<file path="src/rtl/uart_core.sv">
// uart_core: full-duplex UART with a shared 16x baud generator, TX framer, RX deframer and RX FIFO.
// Build option UART_LOOPBACK_EN adds a loopback input that routes the TX stream into RX internally.
module uart_core #(
  parameter int CLK_HZ     = 50000000,
  parameter int DATA_BITS  = 8,
  parameter int FIFO_DEPTH = 16
) (
  input  logic                          clk,
  input  logic                          reset,
`ifdef UART_LOOPBACK_EN
  input  logic                          loopback,
`endif
  input  logic                          rx,
  output logic                          tx,
  input  logic [DATA_BITS-1:0]          tx_data,
  input  logic                          tx_valid,
  output logic                          tx_ready,
  output logic [DATA_BITS-1:0]          rx_data,
  output logic                          rx_valid,
  input  logic                          rx_ready,
  output logic [$clog2(FIFO_DEPTH):0]   rx_count,
  input  logic [1:0]                    cfg_speed,
  input  logic [1:0]                    cfg_parity,
  input  logic                          cfg_stop2,
  input  logic                          cfg_load,
  output logic                          parity_err,
  output logic                          frame_err,
  output logic                          overrun,
  output logic [2:0]                    o_dbg_tx_state,
  output logic [2:0]                    o_dbg_rx_state
);
  localparam int AW   = $clog2(FIFO_DEPTH);
  localparam int CW   = $clog2(DATA_BITS);
  localparam int DIV0 = CLK_HZ / (9600 * 16);
  localparam int DIV1 = CLK_HZ / (19200 * 16);
  localparam int DIV2 = CLK_HZ / (57600 * 16);
  localparam int DIV3 = CLK_HZ / (115200 * 16);
  localparam int BW   = $clog2(DIV0) + 1;

  typedef enum logic [2:0] {TX_IDLE, TX_START, TX_DATA, TX_PARITY, TX_STOP1, TX_STOP2} tx_state_t;
  typedef enum logic [2:0] {RX_IDLE, RX_START, RX_DATA, RX_PARITY, RX_STOP} rx_state_t;

  // ---------------- configuration and baud generator ----------------
  logic [1:0]    r_cfg_speed, r_cfg_parity, r_pend_speed, r_pend_parity;
  logic          r_cfg_stop2, r_pend_stop2, r_pend;
  logic [BW-1:0] r_baud_cnt, w_div_m1;
  logic          w_tick, w_idle, w_apply, w_par_en, w_par_odd;
  tx_state_t     r_tx_state, w_tx_state_nx;
  rx_state_t     r_rx_state, w_rx_state_nx;

  assign w_idle    = (r_tx_state == TX_IDLE) && (r_rx_state == RX_IDLE);
  assign w_apply   = (cfg_load | r_pend) & w_idle;
  assign w_par_en  = (r_cfg_parity == 2'b01) || (r_cfg_parity == 2'b10);
  assign w_par_odd = (r_cfg_parity == 2'b10);

  always_comb begin
    w_div_m1 = BW'(DIV3 - 1);
    unique case (r_cfg_speed)
      2'b00:   w_div_m1 = BW'(DIV0 - 1);
      2'b01:   w_div_m1 = BW'(DIV1 - 1);
      2'b10:   w_div_m1 = BW'(DIV2 - 1);
      default: w_div_m1 = BW'(DIV3 - 1);
    endcase
  end

  assign w_tick = (r_baud_cnt == w_div_m1);

  // A request arriving while busy is parked; a newer request overwrites the parked one.
  always_ff @(posedge clk or negedge reset) begin
    if (!reset) begin
      r_cfg_speed   <= 2'b11;
      r_cfg_parity  <= 2'b00;
      r_cfg_stop2   <= 1'b0;
      r_pend        <= 1'b0;
      r_pend_speed  <= 2'b11;
      r_pend_parity <= 2'b00;
      r_pend_stop2  <= 1'b0;
      r_baud_cnt    <= '0;
    end else begin
      if (cfg_load) begin
        r_pend_speed  <= cfg_speed;
        r_pend_parity <= cfg_parity;
        r_pend_stop2  <= cfg_stop2;
      end
      r_pend <= (cfg_load | r_pend) & ~w_idle;
      if (w_apply) begin
        r_cfg_speed  <= cfg_load ? cfg_speed  : r_pend_speed;
        r_cfg_parity <= cfg_load ? cfg_parity : r_pend_parity;
        r_cfg_stop2  <= cfg_load ? cfg_stop2  : r_pend_stop2;
      end
      if (w_apply || w_tick) r_baud_cnt <= '0;
      else                   r_baud_cnt <= r_baud_cnt + BW'(1);
    end
  end

  // ---------------- transmitter ----------------
  logic [DATA_BITS-1:0] r_tx_data, r_tx_shift, w_tx_data_nx, w_tx_shift_nx;
  logic [3:0]           r_tx_ticks, w_tx_ticks_nx;
  logic [CW-1:0]        r_tx_bits, w_tx_bits_nx;
  logic                 r_tx_armed, w_tx_armed_nx, r_tx_line, w_tx_line_nx;
  logic                 w_tx_bit_end, w_tx_par, w_tx_ready;

  assign w_tx_bit_end = w_tick & r_tx_armed & (r_tx_ticks == 4'd15);
  assign w_tx_par     = (^r_tx_data) ^ w_par_odd;

  // The line only goes low once the first tick after acceptance arms the frame.
  always_comb begin
    w_tx_state_nx = r_tx_state;
    w_tx_data_nx  = r_tx_data;
    w_tx_shift_nx = r_tx_shift;
    w_tx_ticks_nx = r_tx_ticks;
    w_tx_bits_nx  = r_tx_bits;
    w_tx_armed_nx = r_tx_armed;
    w_tx_line_nx  = r_tx_line;
    w_tx_ready    = 1'b0;
    if (w_tick && r_tx_armed && r_tx_state != TX_IDLE) w_tx_ticks_nx = r_tx_ticks + 4'd1;
    unique case (r_tx_state)
      TX_IDLE: begin
        w_tx_ready = 1'b1;
        if (tx_valid) begin
          w_tx_state_nx = TX_START;
          w_tx_data_nx  = tx_data;
          w_tx_shift_nx = tx_data;
          w_tx_armed_nx = 1'b0;
          w_tx_ticks_nx = '0;
        end
      end
      TX_START: begin
        if (w_tick && !r_tx_armed) begin
          w_tx_armed_nx = 1'b1;
          w_tx_line_nx  = 1'b0;
        end else if (w_tx_bit_end) begin
          w_tx_state_nx = TX_DATA;
          w_tx_bits_nx  = '0;
          w_tx_line_nx  = r_tx_shift[0];
        end
      end
      TX_DATA: begin
        if (w_tx_bit_end) begin
          if (r_tx_bits == CW'(DATA_BITS - 1)) begin
            w_tx_state_nx = w_par_en ? TX_PARITY : TX_STOP1;
            w_tx_line_nx  = w_par_en ? w_tx_par : 1'b1;
          end else begin
            w_tx_bits_nx  = r_tx_bits + CW'(1);
            w_tx_shift_nx = r_tx_shift >> 1;
            w_tx_line_nx  = r_tx_shift[1];
          end
        end
      end
      TX_PARITY: begin
        if (w_tx_bit_end) begin
          w_tx_state_nx = TX_STOP1;
          w_tx_line_nx  = 1'b1;
        end
      end
      TX_STOP1: if (w_tx_bit_end) w_tx_state_nx = r_cfg_stop2 ? TX_STOP2 : TX_IDLE;
      TX_STOP2: if (w_tx_bit_end) w_tx_state_nx = TX_IDLE;
      default:  w_tx_state_nx = TX_IDLE;
    endcase
  end

  always_ff @(posedge clk or negedge reset) begin
    if (!reset) begin
      r_tx_state <= TX_IDLE;
      r_tx_data  <= '0;
      r_tx_shift <= '0;
      r_tx_ticks <= '0;
      r_tx_bits  <= '0;
      r_tx_armed <= 1'b0;
      r_tx_line  <= 1'b1;
    end else begin
      r_tx_state <= w_tx_state_nx;
      r_tx_data  <= w_tx_data_nx;
      r_tx_shift <= w_tx_shift_nx;
      r_tx_ticks <= w_tx_ticks_nx;
      r_tx_bits  <= w_tx_bits_nx;
      r_tx_armed <= w_tx_armed_nx;
      r_tx_line  <= w_tx_line_nx;
    end
  end

  logic w_rx_pin;
`ifdef UART_LOOPBACK_EN
  assign tx       = loopback ? 1'b1 : r_tx_line;
  assign w_rx_pin = loopback ? r_tx_line : rx;
`else
  assign tx       = r_tx_line;
  assign w_rx_pin = rx;
`endif
  assign tx_ready = w_tx_ready;

  // ---------------- receiver ----------------
  logic                 r_rx_s1, r_rx_s2, r_rx_prev;
  logic [DATA_BITS-1:0] r_rx_shift, w_rx_shift_nx;
  logic [3:0]           r_rx_ticks, w_rx_ticks_nx;
  logic [CW-1:0]        r_rx_bits, w_rx_bits_nx;
  logic                 r_rx_par_bit, w_rx_par_bit_nx;
  logic                 r_push, r_parity_err, r_frame_err;
  logic                 w_push_nx, w_perr_nx, w_ferr_nx, w_rx_sample, w_rx_bit_end;

  // Ticks free-run, so the sample lands within one tick of the true bit centre.
  assign w_rx_sample  = w_tick & (r_rx_ticks == 4'd7);
  assign w_rx_bit_end = w_tick & (r_rx_ticks == 4'd15);

  always_comb begin
    w_rx_state_nx   = r_rx_state;
    w_rx_shift_nx   = r_rx_shift;
    w_rx_ticks_nx   = r_rx_ticks;
    w_rx_bits_nx    = r_rx_bits;
    w_rx_par_bit_nx = r_rx_par_bit;
    w_push_nx       = 1'b0;
    w_perr_nx       = 1'b0;
    w_ferr_nx       = 1'b0;
    if (w_tick && r_rx_state != RX_IDLE) w_rx_ticks_nx = r_rx_ticks + 4'd1;
    unique case (r_rx_state)
      RX_IDLE: begin
        if (r_rx_prev && !r_rx_s2) begin
          w_rx_state_nx = RX_START;
          w_rx_ticks_nx = '0;
        end
      end
      RX_START: begin
        if (w_rx_sample && r_rx_s2) begin
          w_rx_state_nx = RX_IDLE;
        end else if (w_rx_bit_end) begin
          w_rx_state_nx = RX_DATA;
          w_rx_bits_nx  = '0;
        end
      end
      RX_DATA: begin
        if (w_rx_sample) w_rx_shift_nx = {r_rx_s2, r_rx_shift[DATA_BITS-1:1]};
        if (w_rx_bit_end) begin
          if (r_rx_bits == CW'(DATA_BITS - 1)) w_rx_state_nx = w_par_en ? RX_PARITY : RX_STOP;
          else                                 w_rx_bits_nx  = r_rx_bits + CW'(1);
        end
      end
      RX_PARITY: begin
        if (w_rx_sample)  w_rx_par_bit_nx = r_rx_s2;
        if (w_rx_bit_end) w_rx_state_nx   = RX_STOP;
      end
      RX_STOP: begin
        // Finishing at mid-stop leaves time to catch a back-to-back start edge.
        if (w_rx_sample) begin
          w_rx_state_nx = RX_IDLE;
          w_push_nx     = r_rx_s2;
          w_ferr_nx     = ~r_rx_s2;
          w_perr_nx     = w_par_en & (r_rx_par_bit != ((^r_rx_shift) ^ w_par_odd));
        end
      end
      default: w_rx_state_nx = RX_IDLE;
    endcase
  end

  always_ff @(posedge clk or negedge reset) begin
    if (!reset) begin
      r_rx_s1      <= 1'b1;
      r_rx_s2      <= 1'b1;
      r_rx_prev    <= 1'b1;
      r_rx_state   <= RX_IDLE;
      r_rx_shift   <= '0;
      r_rx_ticks   <= '0;
      r_rx_bits    <= '0;
      r_rx_par_bit <= 1'b0;
      r_push       <= 1'b0;
      r_parity_err <= 1'b0;
      r_frame_err  <= 1'b0;
    end else begin
      r_rx_s1      <= w_rx_pin;
      r_rx_s2      <= r_rx_s1;
      r_rx_prev    <= r_rx_s2;
      r_rx_state   <= w_rx_state_nx;
      r_rx_shift   <= w_rx_shift_nx;
      r_rx_ticks   <= w_rx_ticks_nx;
      r_rx_bits    <= w_rx_bits_nx;
      r_rx_par_bit <= w_rx_par_bit_nx;
      r_push       <= w_push_nx;
      r_parity_err <= w_perr_nx;
      r_frame_err  <= w_ferr_nx;
    end
  end

  assign parity_err = r_parity_err;
  assign frame_err  = r_frame_err;

  // ---------------- receive FIFO (first-word-fall-through) ----------------
  // r_rx_shift is stable in the cycle after the stop sample, so it is the push data.
  logic [DATA_BITS-1:0] r_mem [FIFO_DEPTH];
  logic [AW-1:0]        r_wr_ptr, r_rd_ptr;
  logic [AW:0]          r_count;
  logic                 r_overrun, w_full, w_pop, w_wr;

  assign w_full = (r_count == (AW + 1)'(FIFO_DEPTH));
  assign w_pop  = rx_ready & (r_count != '0);
  assign w_wr   = r_push & (~w_full | w_pop);

  always_ff @(posedge clk) begin
    if (w_wr) r_mem[r_wr_ptr] <= r_rx_shift;
  end

  always_ff @(posedge clk or negedge reset) begin
    if (!reset) begin
      r_wr_ptr  <= '0;
      r_rd_ptr  <= '0;
      r_count   <= '0;
      r_overrun <= 1'b0;
    end else begin
      if (w_wr)  r_wr_ptr <= r_wr_ptr + AW'(1);
      if (w_pop) r_rd_ptr <= r_rd_ptr + AW'(1);
      if (w_wr && !w_pop)      r_count <= r_count + (AW + 1)'(1);
      else if (!w_wr && w_pop) r_count <= r_count - (AW + 1)'(1);
      if (r_push && w_full && !w_pop) r_overrun <= 1'b1;
      else if (w_pop || w_apply)      r_overrun <= 1'b0;
    end
  end

  assign rx_data        = r_mem[r_rd_ptr];
  assign rx_valid       = (r_count != '0);
  assign rx_count       = r_count;
  assign overrun        = r_overrun;
  assign o_dbg_tx_state = r_tx_state;
  assign o_dbg_rx_state = r_rx_state;

endmodule

</file>
<file path="config.mk">
export PLATFORM = sky130hd
export DESIGN_NAME = uart_core
export DESIGN_NICKNAME = d
export VERILOG_FILES = /design/src/rtl/uart_core.sv
export SDC_FILE = /design/constraint.sdc
export NUM_CORES = 1
export LEC_CHECK = 0
export CAP_MARGIN = 20
export CORE_MARGIN = 2
export CORE_UTILIZATION = 60
export CTS_CLUSTER_DIAMETER = 100
export DETAILED_ROUTE_END_ITERATION = 8
export PLACE_DENSITY = 0.86
export SETUP_SLACK_MARGIN = 0.02
export SYNTH_ARGS = -nofsm -noshare
export SYNTH_HDL_FRONTEND = slang
export SYNTH_SLANG_ARGS = --single-unit
</file>
<file path="constraint.sdc">
create_clock -name clk -period 3.9 [get_ports clk]
set_input_delay 0.39 -clock clk [delete_from_list [all_inputs] [get_ports clk]]
set_output_delay 0.39 -clock clk [all_outputs]
set_load 0.02 [all_outputs]
</file>
==> reports/results.ini, run 1 <==
[grt]
grt_util_met2=0.386
use_met1=0.314
grt_pass1_vias=5545
grt_max_degree=62
top_usage_layer=met2
grt_util_all_layers=0.234
grt_overflow_total=0
grt_pass1_wl_um=29600
grt_use_met3=0.0483
antenna_found_initial=0

[clock_tree]
cts_tree=yes
clk_pin_slew_ps=60
clkLatencyLatePin_ps=510
clockBufferDepth=3
cts_root_buf=clkbuf_16
htree_levels=1
cts_buffers=22
cts_resized=0
cts.sinks=216

[logic_synthesis]
ys_ff_latch=216
synthFlopType=edfxtp_1
yosys_warnings=0
synth-edff-count=128
avgSynthCellArea_um2=15.4
synthDistinctLibCells=52
ys_seq_area_frac=0.645
syn_area_mm2=0.00939
synth_cells=608
syn-num-nets=649
ys_async_sr_fraction=0.407

[flow_run]
drv_cap=0

[critical_path]
crit_family=multiplexers
path_depth=4
r2r_cells=12
critPathBufInv=2
critPathSlowestCell=dfrtp_2
worstSetupEndpoint=rx_data[6]
worst_ep_arrival_time_ps=2990
required_ps=3510
end_kind=primary output
reg2reg_from=rx_count[0]$_DFFE_PN0P_
path_common_cell=mux4_2
crit_chain=buf_4 -> mux4_2 -> mux4_2 -> clkdlybuf4s50_1
critical_path_class=flop to primary output
crit_path_start_kind=flop
cpPeakStageDelay_ps=560
crit_path_start=r_rd_ptr[0]$_DFFE_PN0N_
r2r_setup_slack_ps=720
path_max_fanout=9
r2r_end=rx_count[4]$_DFFE_PN0P_

[routing]
vias=5359
dr.pass1.iters=5
vias_per_cell=6.04
ant_nets=0
wl_um=18600
wl_per_cell_um=21.0
drc=0
drtIter0Drc=353

[sta]
clock-skew-final_ps=18.0
period_minus_slack_ps=3380
fin_crit_sh=0.866
tightest_slew_ps=790
setup-tns-final_ps=0
finalHoldViolations=0
slew_viol_final=0
max_freq_mhz=296
rsz0062_at_grt=no
setup_viol=0
slew_headroom=0.469

[power]
power.share.clock=0.389
p_sw_frac=0.240
power.combinational.fraction=0.126
p_switching_mw=1.28
leakagePower_nw=4.35
ir_drop_mv=0.326
seq_power_share=0.485
p_int_mw=4.06
power.density_mw_per_mm2=496

[layout]
drive_above_1_share=0.191
area_growth_pct=14.8
fin_nets=701
final_common_cell=edfxtp_1
num_antenna_cells=0
finalNonFillerCells=887
mostFrequentLayoutCells=edfxtp_1, dfrtp_1, mux2_2

[floorplan]
dieArea_mm2=0.0167
die_w_um=129
core_area_mm2=0.0153
die_h_um=129
initial_utilization=0.615
rows=45
pin_count=44

[placed_design]
io_buffers=43
place.gp.congestion=0.846
dpl.hpwl_um=12200
placedCellCount=846

[hold_path]
min_path_type=primary input to flop

[outcome]
status=completed

[registers in the layout, summed over array words and instances, names as in the netlist, 3 cells and up]
name / flops
r_mem: 128
r_baud_cnt: 10
r_rx_shift: 8
r_tx_data: 8
r_tx_shift: 8
rx_count: 5
r_rd_ptr: 4
r_rx_ticks: 4
r_tx_ticks: 4
r_wr_ptr: 4
o_dbg_rx_state: 3
o_dbg_tx_state: 3
r_rx_bits: 3
r_tx_bits: 3
[how the worst min path moves through the flow]
stage | from | endpoint | slack (ps) | depth (start not counted)
after floorplan | reset | frame_err$_DFF_PN0_ | 90 | 0
after global routing | rx | r_rx_s1$_DFF_PN1_ | 310 | 1
after CTS | rx | r_rx_s1$_DFF_PN1_ | 300 | 1
after detailed placement | r_rx_s1$_DFF_PN1_ | r_rx_s2$_DFF_PN1_ | 350 | 0
final | rx | r_rx_s1$_DFF_PN1_ | 310 | 1
after global placement | r_rx_s1$_DFF_PN1_ | r_rx_s2$_DFF_PN1_ | 350 | 0
[metrics by stage]
| step | hold slack, ps | instance area, um2 | setup WS (ps) | total power [mW] | utilization |
|---|---|---|---|---|---|
| after floorplan | 94.4 | 9390 | 996 | 3.08 | - |
| after CTS | 301 | 10800 | 483 | 5.39 | 0.706 |
| after detailed placement | 348 | 10100 | 734 | 3.32 | 0.659 |
| final | 314 | 10800 | 523 | 5.34 | 0.706 |
| after global routing | 307 | 10800 | 331 | 5.53 | 0.706 |
| after global placement | 347 | 10100 | 896 | 3.29 | 0.659 |
[cells by family (layout without fill, tap and decap cells)]
group,Yosys count,after routing,synth area share
multiplexers,87,87,0.152
buffers and inverters,41,109,0.0168
AND/OR/NAND/NOR,142,142,0.0765
flip-flops,216,216,0.645
adder cells (fa/ha/maj),22,22,0.0301
XOR/XNOR,38,38,0.0369
AO/OA/AOI/OAI,62,62,0.0430
[synth_stat cells (all sizes together) (2+ instances only)]
| cell type | instances | area (um2) |
|---|---|---|
| edfxtp | 128 | 3840 |
| dfrtp | 80 | 2000 |
| mux2 | 43 | 484 |
| mux4 | 40 | 901 |
| nor2 | 33 | 124 |
| nand2 | 32 | 120 |
| xnor2 | 23 | 201 |
| and2 | 21 | 131 |
| ha | 21 | 263 |
| o21ai | 19 | 95.1 |
| clkbuf | 17 | 63.8 |
| inv | 17 | 63.8 |
| a21oi | 14 | 70.1 |
| xor2 | 14 | 123 |
| nand3 | 13 | 65.1 |
| dfstp | 8 | 210 |
| nor3 | 7 | 40.0 |
| and3 | 6 | 37.5 |
| nand2b | 6 | 37.5 |
| nand4 | 6 | 37.5 |
| or3 | 6 | 37.5 |
| buf | 5 | 22.5 |
| a21o | 4 | 30.0 |
| a31oi | 4 | 25.0 |
| mux2i | 4 | 40.0 |
| nor2b | 3 | 18.8 |
| a211oi | 2 | 27.5 |
| a221oi | 2 | 17.5 |
| a22o | 2 | 17.5 |
| and4 | 2 | 17.5 |
| clkinv | 2 | 7.51 |
| nor3b | 2 | 15.0 |
| nor4 | 2 | 12.5 |
| o211ai | 2 | 15.0 |
| o21bai | 2 | 15.0 |
| o31ai | 2 | 15.0 |
| o41ai | 2 | 17.5 |
[metal layers]
metal / share of wire / vias to the layer above
met2: 0.51 / 170
met4: 0.029 / 0
met3: 0.056 / 40
met5: 0 / -
met1: 0.41 / 2757
li1: - / 2392
[power by group through the flow]
stage               Sequential, mW  Clock, mW  Combinational (mW)
floorplan                     2.58          0               0.501
global placement              2.63          0               0.660
CTS                           2.59       2.10               0.688
finish                        2.59       2.08               0.672
global route                  2.61       2.19               0.729
detailed placement            2.64          0               0.680
[timing repair]
action                                 in CTS  in global routing
buffers inserted                            0                  0
endpoints found under the hold margin      30                  0
hold buffers                                1                  0
setup endpoints to repair                   0                  0
[final cells by class]
type                    count  area (um2)
flip-flops and latches    216        6060
fillers                   984        4480
multi-input cells         351        3180
clock buffers              33         592
repair buffers             50         495
well taps                 211         264
clock inverters             7         120
inverters                  19        71.3
(Power assumes the default switching activity.)
==> inputs of run 2 (changes only) <==
==> constraint.sdc (replaced) <==
create_clock -name clk -period 3.24 [get_ports clk]
set_input_delay 0.648 -clock clk [delete_from_list [all_inputs] [get_ports clk]]
set_output_delay 0.648 -clock clk [all_outputs]
set_load 0.02 [all_outputs]
==> run 2 against run 1 <==
  * Register-to-register slack worse by 530 ps
  * Die area stayed put
  * Worst setup slack worse by 440 ps
  * Critical path type unchanged
==> reports/results.ini, run 2 (synthesis results as in run 1) <==
[grt]
grt_overflow_total=0
antenna_found_initial=1
grt_max_degree=59
grt_pass1_vias=5744
grt_util_all_layers=0.251
grt_pass1_wl_um=31500

[critical_path]
path_depth=4
reg2reg_from=r_cfg_speed[0]$_DFFE_PN1P_
crit_family=multiplexers
required_ps=2590
critPathSlowestCell=mux4_2
crit_path_start_kind=flop
end_kind=primary output
r2r_setup_slack_ps=190
worstSetupEndpoint=rx_data[3]
path_max_fanout=6
crit_chain=buf_12 -> mux4_2 -> mux4_2 -> clkdlybuf4s15_1
r2r_end=o_dbg_rx_state[0]$_DFFE_PN0P_
critPathBufInv=2
r2r_cells=9
crit_path_start=r_rd_ptr[0]$_DFFE_PN0N_
critical_path_class=flop to primary output
path_common_cell=mux4_2
worst_ep_arrival_time_ps=2510
cpPeakStageDelay_ps=550

[power]
total_power_mw=6.76
leakagePower_nw=4.48
seq_power_share=0.461
power.density_mw_per_mm2=617
ir_drop_mv=0.517
p_int_mw=5.16
p_switching_mw=1.60
p_sw_frac=0.236
power.share.clock=0.397
power.combinational.fraction=0.142

[routing]
vias=5423
drtIter0Drc=355
ant_nets=0
drc=0
dr.pass1.iters=4
wl_per_cell_um=22.1
wl_um=19900
vias_per_cell=6.03

[layout]
final_common_cell=edfxtp_1
largest_reg_flops=128
reg.largest.list=r_mem (128), r_baud_cnt (10)
drive_above_1_share=0.225
finalNonFillerCells=900
final_core_util=0.717
largest-register=r_mem
num_antenna_cells=0
area_growth_pct=16.5
final_cell_area_mm2=0.0109
mostFrequentLayoutCells=edfxtp_1, dfrtp_1, mux2_2
fin_nets=714

[placed_design]
placedCellCount=853
io_buffers=43
place.gp.congestion=0.863
dpl_cell_area_mm2=0.0101
dpl.hpwl_um=12500
pre_cts_slack_ps=167

[sta]
finalWorstSetupSlack_ps=79.2
slew_headroom=0.498
fin_crit_sh=0.976
setup-tns-final_ps=0
rsz0062_at_grt=no
max_freq_mhz=316
clock-skew-final_ps=6.34
setup_viol=0
period_minus_slack_ps=3160
tightest_slew_ps=754
timing.hold.ws_ps=215
finalHoldViolations=0
slew_viol_final=0

[floorplan]
die_h_um=129
rows=45
die_w_um=129
core_area_mm2=0.0153
dieArea_mm2=0.0167
initial_utilization=0.615
pin_count=44

[clock_tree]
cts.sinks=216
clk_pin_slew_ps=60
cts_hold_buffers=0
clockBufferDepth=3
cts_tree=yes
cts_buffers=22
cts_root_buf=clkbuf_16
htree_levels=1
clkLatencyLatePin_ps=490

[hold_path]
min_path_type=primary input to async pin

[flow_run]
drv_cap=0

[outcome]
status=completed

-- run 2: cell count changes in the layout (fill, tap and decap cells not counted), moves of 2 or more --
| cell | change |
|---|---|
| clkbuf_4 | +2 |
| clkbuf_1 | -7 |
| clkdlybuf4s50_1 | -8 |
| buf_4 | +11 |
| clkinv_1 | +2 |
| buf_12 | +3 |
| buf_2 | +6 |
-- run 2: repair_timing --
item,CTS,global route
setup endpoints to repair,8,4
gates resized for setup,25,3
buffers inserted,5,2
pin swaps,0,0
-- run 2: how the worst min path moves through the flow --
stage                      start                      end  slack, ps  depth (start not counted)
3_5_place_dp   r_rx_s1$_DFF_PN1_        r_rx_s2$_DFF_PN1_        350                          0
3_3_place_gp   r_rx_s1$_DFF_PN1_        r_rx_s2$_DFF_PN1_        350                          0
5_1_grt                    reset  r_tx_ticks[2]$_DFF_PN0_        250                          1
6_report                   reset  r_tx_ticks[1]$_DFF_PN0_        210                          1
4_1_cts                    reset   r_pend_stop2$_DFF_PN0_        240                          1
2_1_floorplan              reset      frame_err$_DFF_PN0_        350                          0
-- run 2: worst register-to-register path, delay by kind of cell, from the launching register on --
family | cells | cell delay, ps
fa+ha+maj | 1 | 300
buf+inv | 2 | 270
compound gates | 2 | 560
simple gates | 4 | 1280
flops | 1 | 550
-- run 2: final cells by class --
cell class | count | area (um2)
fillers | 952 | 4320
clock buffers | 30 | 619
inverters | 19 | 71.3
multi-input cells | 351 | 3180
repair buffers | 63 | 597
clock inverters | 10 | 150
well taps | 211 | 264
flip-flops and latches | 216 | 6060
-- run 2: power by group through the flow --
stage,sequential [mW],combinational (mW),clock [mW]
2_1_floorplan,3.10,0.603,0
3_3_place_gp,3.16,0.863,0
3_5_place_dp,3.17,0.897,0
4_1_cts,3.11,0.956,2.71
5_1_grt,3.12,1.04,2.83
6_report,3.11,0.962,2.68
-- run 2: routing by layer --
layer	GRT usage	up-vias	share of wire
li1	-	2418	-
met1	0.315	2777	0.38
met5	0	-	0.00076
met3	0.0400	38	0.051
met2	0.457	188	0.54
met4	0.0703	2	0.024
==> inputs of run 3 (changes only) <==
Settings changed: CORE_MARGIN 2 to 1.5.
==> run 3 against run 2 <==
  * Critical path depth stayed put
  * First-iteration DRC count is 36% higher
  * Sequential power is essentially flat
  * Count of clock-buffer cells in the layout down 3
  * Final cell count unchanged
  * Clock skew is 4.8 ps higher
  * Wire length down 3.4%
  * Via count is 0.63% lower
  * Worst setup slack got worse by 20 ps
  * Maximum frequency fell by 0.64%
  * Die area shrank 1.5%
  * Critical path type unchanged
  * Largest cell class unchanged
==> reports/results.ini, run 3 (synthesis results as in run 1) <==
[sta]
slew_viol_final=0
fin_crit_sh=0.982
rsz0062_at_grt=no
max_freq_mhz=314
clock-skew-final_ps=11.1
slew_headroom=0.462
period_minus_slack_ps=3180
tightest_slew_ps=807
timing.hold.ws_ps=224
finalHoldViolations=0
setup_viol=0
setup-tns-final_ps=0

[floorplan]
die_h_um=128
rows=45
die_w_um=128
initial_utilization=0.615
dieArea_mm2=0.0164
pin_count=44
core_area_mm2=0.0153

[critical_path]
path_common_cell=mux4_2
critPathBufInv=2
crit_path_start_kind=flop
end_kind=primary output
path_max_fanout=7
r2r_setup_slack_ps=200
crit_chain=buf_4 -> mux4_2 -> mux4_2 -> dlygate4sd2_1
crit_family=multiplexers
r2r_cells=8
worst_ep_arrival_time_ps=2530
r2r_end=r_tx_shift[1]$_DFFE_PN0P_
required_ps=2590
critical_path_class=flop to primary output
cpPeakStageDelay_ps=540
reg2reg_from=r_cfg_speed[0]$_DFFE_PN1P_
critPathSlowestCell=mux4_2

[routing]
drc=0
vias=5389
wl_per_cell_um=21.3
ant_nets=0
wl_um=19200
dr.pass1.iters=5
drtIter0Drc=482
vias_per_cell=5.99

[layout]
area_growth_pct=16.6
seq_area_mm2=0.00606
reg.largest.list=r_mem (128), r_baud_cnt (10)
num_antenna_cells=0
num-fill-cells=946
largest-register=r_mem
largest_reg_flops=128
fin_nets=714
final_common_cell=edfxtp_1
mostFrequentLayoutCells=edfxtp_1, dfrtp_1, mux2_2
drive_above_1_share=0.226
multi_input_area_mm2=0.00319

[clock_tree]
clockBufferDepth=3
clkLatencyLatePin_ps=500
htree_levels=1
clk_pin_slew_ps=60
cts_buffers=22
cts_tree=yes
cts_root_buf=clkbuf_16
cts.sinks=216

[grt]
grt_max_degree=62
grt_overflow_total=0
antenna_found_initial=0
grt_pass1_wl_um=30600
grt_pass1_vias=5561
grt_util_all_layers=0.246

[placed_design]
io_buffers=43
dpl.hpwl_um=12200
place.gp.congestion=0.854

[outcome]
status=completed

[power]
leakagePower_nw=4.48
power.density_mw_per_mm2=612
total_power_mw=6.70
ir_drop_mv=0.472

[hold_path]
min_path_type=primary input to async pin

[flow_run]
drv_cap=0

==> run 3: metal layers <==
layer,vias up,wire length [um],track usage
met2,198,9780,0.418
met1,2736,7710,0.331
met5,-,0,0
met3,39,1160,0.0376
met4,0,542,0.0800
li1,2416,-,-
==> run 3: what timing repair did <==
item,4_1_cts,5_1_grt
setup endpoints to repair,8,12
buffers inserted,3,3
hold buffers,0,0
gates resized for setup,9,4
pin swaps,0,1
==> run 3: per-stage QoR <==
stage	setup WS (ps)	instances	utilization	area, um2
after floorplan	300	608	-	9390
after global placement	207	854	0.664	10100
after detailed placement	139	854	0.664	10100
after CTS	18.5	897	0.715	10900
after global routing	19.0	900	0.717	10900
final	58.9	900	0.717	10900
==> run 3: final cells by class <==
type	count	share of cell area
Clock buffer	27	0.0567
Clock inverter	13	0.0139
Inverter	19	0.00652
Multi-Input combinational cell	351	0.291
Sequential cell	216	0.554
Tap cell	211	0.0241
Timing Repair Buffer	63	0.0538
==> run 3: power breakdown <==
group	internal [mW]	leakage [nW]	switching [mW]	total [mW]
Sequential	2.97	2.58	0.146	3.12
Combinational	0.494	1.53	0.433	0.928
Clock	1.60	0.367	1.05	2.66
==> run 3: worst max-delay path by stage <==
stage / startpoint / endpoint / cells after the start
finish: r_rd_ptr[0]$_DFFE_PN0N_ / rx_data[6] / 4
global route: r_rd_ptr[0]$_DFFE_PN0N_ / rx_data[7] / 4
CTS: r_rd_ptr[0]$_DFFE_PN0N_ / rx_data[0] / 4
detailed placement: r_rd_ptr[0]$_DFFE_PN0N_ / rx_data[0] / 4
global placement: r_rd_ptr[0]$_DFFE_PN0N_ / rx_data[0] / 4
floorplan: r_rd_ptr[0]$_DFFE_PN0N_ / rx_data[0] / 4
